[src/rtl/full_adder_pkg.sv]
// rtl/full_adder_pkg.sv - shared width and reset constants for the 4-bit adder slice
package full_adder_pkg;

  localparam int FA4_W = 4;
  localparam logic [FA4_W-1:0] FA4_SUM_RST = 4'b0000;

endpackage

[src/rtl/full_adder_1b.sv]
// rtl/full_adder_1b.sv - combinational 1-bit full-adder cell
module full_adder_1b (
  input  logic a,
  input  logic b,
  input  logic cin,
  output logic sum,
  output logic cout
);

  assign sum  = a ^ b ^ cin;
  assign cout = (a & b) | (a & cin) | (b & cin);

endmodule

[src/rtl/full_adder_4b.sv]
// rtl/full_adder_4b.sv - registered 4-bit ripple-carry adder; FULL_ADDER_4B_OVF_EN adds the ovf output
module full_adder_4b
  import full_adder_pkg::*;
(
  input  logic             clk,
  input  logic             rst_n,
  input  logic [FA4_W-1:0] a,
  input  logic [FA4_W-1:0] b,
  input  logic             cin,
  output logic [FA4_W-1:0] sum,
`ifdef FULL_ADDER_4B_OVF_EN
  output logic             cout,
  output logic             ovf
`else
  output logic             cout
`endif
);

  // c[i] is the carry into stage i; c[FA4_W] is the carry out of the MSB
  logic [FA4_W:0]   c;
  logic [FA4_W-1:0] s;

  assign c[0] = cin;

  full_adder_1b u_fa0 (.a(a[0]), .b(b[0]), .cin(c[0]), .sum(s[0]), .cout(c[1]));
  full_adder_1b u_fa1 (.a(a[1]), .b(b[1]), .cin(c[1]), .sum(s[1]), .cout(c[2]));
  full_adder_1b u_fa2 (.a(a[2]), .b(b[2]), .cin(c[2]), .sum(s[2]), .cout(c[3]));
  full_adder_1b u_fa3 (.a(a[3]), .b(b[3]), .cin(c[3]), .sum(s[3]), .cout(c[4]));

  always_ff @(posedge clk or negedge rst_n) begin
    if (!rst_n) begin
      sum  <= FA4_SUM_RST;
      cout <= 1'b0;
`ifdef FULL_ADDER_4B_OVF_EN
      ovf  <= 1'b0;
`endif
    end else begin
      sum  <= s;
      cout <= c[FA4_W];
`ifdef FULL_ADDER_4B_OVF_EN
      // signed overflow: carry into the sign bit differs from carry out of it
      ovf  <= c[FA4_W] ^ c[FA4_W-1];
`endif
    end
  end

endmodule

[config.mk]
export PLATFORM = sky130hd
export DESIGN_NAME = full_adder_4b
export DESIGN_NICKNAME = d
export VERILOG_FILES = /design/src/rtl/full_adder_pkg.sv /design/src/rtl/full_adder_1b.sv /design/src/rtl/full_adder_4b.sv
export SDC_FILE = /design/constraint.sdc
export NUM_CORES = 1
export LEC_CHECK = 0
export BUFFER_PORTS_ARGS = -buffer_cell sky130_fd_sc_hd__buf_2
export CORE_AREA = 4 4 41 43
export CTS_CLUSTER_SIZE = 8
export DETAILED_ROUTE_END_ITERATION = 10
export DIE_AREA = 0 0 45 47
export RECOVER_POWER = 25
export SLEW_MARGIN = 40
export SYNTH_ARGS = -nofsm -noshare
export SYNTH_HDL_FRONTEND = slang
export SYNTH_HIERARCHICAL = 1
export SYNTH_SLANG_ARGS = --single-unit
[constraint.sdc]
create_clock -name clk -period 0.8 [get_ports clk]
set_input_delay 0 -clock clk [delete_from_list [all_inputs] [get_ports clk]]
set_output_delay 0 -clock clk [all_outputs]
set_load 0.1 [all_outputs]
=== Yosys cells after proc, flatten, opt, wreduce, memory -nomap -nowiden ===
Index checks and enable logic that the tools add are counted.

* Bitwise logic cells: 28

{| class="wikitable"
|+ Operator list
! operator !! count
|-
| $and A1 B1 Y1 || 12
|-
| $or A1 B1 Y1 || 8
|-
| $xor A1 B1 Y1 || 8
|}

* Register bits: 5
* Bits of input ports: 11

=== Depth between registers and ports, before layout ===
* Depth in word-level cells: 12
* Mapped depth: 4
* Gate-level depth less buffers: 4

=== Cells and area by module ===
Netlist, hierarchy kept.

{| class="wikitable"
|+ Modules (own cells, without submodules)
! module !! instances !! cells each !! area an instance (µm²) !! seq. area each (µm²)
|-
| full_adder_4b || 1 || 5 || 125.1 || 125.1
|-
| full_adder_1b || 4 || 1 || 20.0 || 0.0
|}

=== Least setup slack after synthesis ===
No wires, ideal clock.

* Path kind: input port to flip-flop
* From: input port a[0]
* To: register sum[3]
* Library setup time: 136 ps
* Arrival: 1596 ps
* Data required time: 664 ps
* Path slack: -931 ps
* Stages on the path: 4
* Buffers on the path: 0
* Cells stage by stage: fa_1 fa_1 fa_1 fa_1

* Longest elaborated chain between the ends: 10
* Elaborated cells between the ends (all ways): 13

{| class="wikitable"
|+ RTL lines
! what !! line !! text
|-
| start: declaration || full_adder_4b.sv:7 || <nowiki>input logic [FA4_W-1:0] a,</nowiki>
|-
| $and A1 B1 Y1 || full_adder_1b.sv:11 || <nowiki>assign cout = (a & b) | (a & cin) | (b & cin);</nowiki>
|-
| $or A1 B1 Y1 (*) (2 in a row) || full_adder_1b.sv:11 ||
|-
| $and A1 B1 Y1 || full_adder_1b.sv:11 ||
|-
| $or A1 B1 Y1 || full_adder_1b.sv:11 ||
|-
| $or A1 B1 Y1 (*) || full_adder_1b.sv:11 ||
|-
| via c[2] || full_adder_4b.sv:20 || <nowiki>logic [FA4_W:0] c;</nowiki>
|-
| $and A1 B1 Y1 || full_adder_1b.sv:11 ||
|-
| $or A1 B1 Y1 || full_adder_1b.sv:11 ||
|-
| $or A1 B1 Y1 (*) || full_adder_1b.sv:11 ||
|-
| via c[3] || full_adder_4b.sv:20 ||
|-
| $xor A1 B1 Y1 (*) || full_adder_1b.sv:10 || <nowiki>assign sum = a ^ b ^ cin;</nowiki>
|-
| via s[3] || full_adder_4b.sv:21 || <nowiki>logic [FA4_W-1:0] s;</nowiki>
|-
| end signal: assignment || full_adder_4b.sv:38 || <nowiki>sum <= s;</nowiki>
|-
| end: declaration || full_adder_4b.sv:10 || <nowiki>output logic [FA4_W-1:0] sum,</nowiki>
|}

Mark *: on every way through the listed nets, which the timed path passes. The rest lies on a longest branch.

=== Worst setup path after layout ===
* From: input port a[0]
* To: register sum[3]

* Longest elaborated chain between the ends: 10
* Elaborated cells between the ends (all ways): 13

{| class="wikitable"
|+ RTL lines
! what !! line
|-
| $and A1 B1 Y1 || full_adder_1b.sv:11
|-
| $or A1 B1 Y1 (*) (2 in a row) || full_adder_1b.sv:11
|-
| via c[1] || full_adder_4b.sv:20
|-
| $and A1 B1 Y1 || full_adder_1b.sv:11
|-
| $or A1 B1 Y1 || full_adder_1b.sv:11
|-
| $or A1 B1 Y1 (*) || full_adder_1b.sv:11
|-
| via c[2] || full_adder_4b.sv:20
|-
| $and A1 B1 Y1 || full_adder_1b.sv:11
|-
| $or A1 B1 Y1 || full_adder_1b.sv:11
|-
| $or A1 B1 Y1 (*) || full_adder_1b.sv:11
|-
| via c[3] || full_adder_4b.sv:20
|-
| $xor A1 B1 Y1 (*) || full_adder_1b.sv:10
|-
| via s[3] || full_adder_4b.sv:21
|}

Marked as above.

==> results.yml <==
status:
  status: "complete, but fails checks"
  violations: "setup timing"
floorplanning:
  initial_core_util_pct: 15.77
  fp-row-count: 13
  core_sq_um: 1301
  ioPinCount: 16
  die_h_um: 47
  dieWidth_um: 45
  die_area_sq_um: 2115
sta:
  hold_viol: 0
  finalSetupViolations: 8
  drv_slew: 0
  tightest_slew_ns: 0.2501
  max_freq_mhz: 671.6
  grt_setup_unrepaired: "yes"
  whs_ns: 0.03844
  fin_crit_sh_pct: 186.1
  layout_setup_ws_ns: -0.6890
  max_slew_margin_pct: 83.33
  period_needed_ns: 1.489
worst_setup_path:
  cp.arrival_ns: 1.60
  worstPathRequired_ns: 0.91
  crit_type: "input port to register"
  cp-end-kind: "register"
  cp_max_fo: 1
  start_kind: "input port"
cells_and_area:
  final_core_util_pct: 32.88
  fillers: 139
  antenna_cells: 0
  final_cell_mix: "buf_2 (8), buf_12 (5), dfrtp_2 (4)"
  nets: 45
  syn_to_final_growth_pct: 108.5
  final_area_sq_um: 427.9
  layout-drive-gt1-share_pct: 82.76
  fin_cells: 44
  layout_commonest_cell: "buf_2"
routing:
  ant_nets: 0
  vias_per_cell: 3.341
  finalWirelength_um: 403
  vias: 147
  first_pass_iters: 1
  drc: 0
  wl_per_cell_um: 9.159
  drtIter0Drc: 0
global_route:
  grt_busiest_layer: "met4"
  use_met1_pct: 4.907
  use_met3_pct: 2.299
  grt_util_all_layers_pct: 5.343
  grt_start_max_net_pins: 6
  grt_pass1_vias: 184
  grt_pass1_wl_um: 683
  grtUsageMet2_pct: 7.062
  antenna_found_initial: 0
  grt-ovfl-total: 0
place:
  dp_cells: 39
  gp_congestion: 0.6123
  port_buffers: 15
  dp_worst_setup_slack_ns: -0.9878
  dpl-instance-area_sq_um: 386.6
synth:
  ys_seq_area_share_pct: 60.98
  synthesis.instances: 9
  synth_nets: 24
  ys_types: 2
  ys_ff_latch: 5
  synth_warnings: 6
  netlist_area_sq_um: 205.2
  synth.avg_cell_area_sq_um: 22.80
clock_tree:
  cts_setup_buffers: 0
  cts_buffer_depth: 2
  cts_tree: "yes"
  cts_root_buf: "clkbuf_4"
  cts_buffers: 3
  cts.htree.levels: 1
  clk_pin_slew_ns: 0.04
  cts.sinks: 5
power:
  peakVddDrop_mv: 0.7970
  p_leak_nw: 0.1859
  p_per_area_nw_per_um2: 2762
min_path:
  hp-class: "input port to register"
flow_run:
  maxCapViolations: 0
-- layout make-up --
type,count,area (sq um),area share [%]
tap,15,18.77,4.386
clock buffer,4,26.28,6.140
sequential,5,130.1,30.41
timing repair buffer,16,165.2,38.60
multi-input combinational,4,87.58,20.47
-- where the power goes --
part	internal, W	switching (W)
Sequential	0.000302	0.0000347
Combinational	0.000203	0.000364
Clock	0.000188	0.0000905
Total	0.000693	0.000489
-- metal layers --
metal  wire [um]  part of all wire (%)
met4           0                     0
met3          79                    20
met2         165                    41
met5           0                     0
met1         158                    39
-- Yosys cell counts --
library cell / count / share of area [%]
dfrtp_1: 5 / 61
fa_1: 4 / 39
-- cells by family after synthesis --
logic type	share of synthesized area, %
adder cells (fa/ha/maj)	39.03
flip-flops	60.98
-- worst max-delay path, stage by stage --
cell   delay [ns]
buf_6        0.10
fa_2         0.38
fa_2         0.35
fa_2         0.34
fa_1         0.43
-- stage by stage --
stage	setup TNS, ns	power (W)
3_3_place_gp	-2.870	0.0009049
6_report	-1.767	0.001182
5_1_grt	-1.968	0.001239
3_5_place_dp	-2.905	0.0009086
4_1_cts	-1.793	0.001211
2_1_floorplan	-2.345	0.0006547
-- path summary, 6_finish.rpt --
| path | from | end | slack (ns) | cells past startpoint |
|---|---|---|---|---|
| worst max-delay path | a[0] | sum[3] | -0.69 | 5 |
| worst min-delay path | b[3] | sum[3] | 0.04 | 2 |
| max in group asynchronous | rst_n | cout | 0.43 | 2 |
| min in group asynchronous | rst_n | sum[3] | 0.15 | 2 |
-- sequential cells by signal (all words and copies together) (netlist names) --
register / count
sum: 4
cout: 1
-- repair_timing --
item | CTS | global route
setup endpoints to repair | 9 | 9
hold buffers | 1 | 0
pin swaps | 1 | 0
endpoints found under the hold margin | 5 | 0
gates resized for setup | 1 | 0
Note: power is estimated with default switching activity, not from simulation.
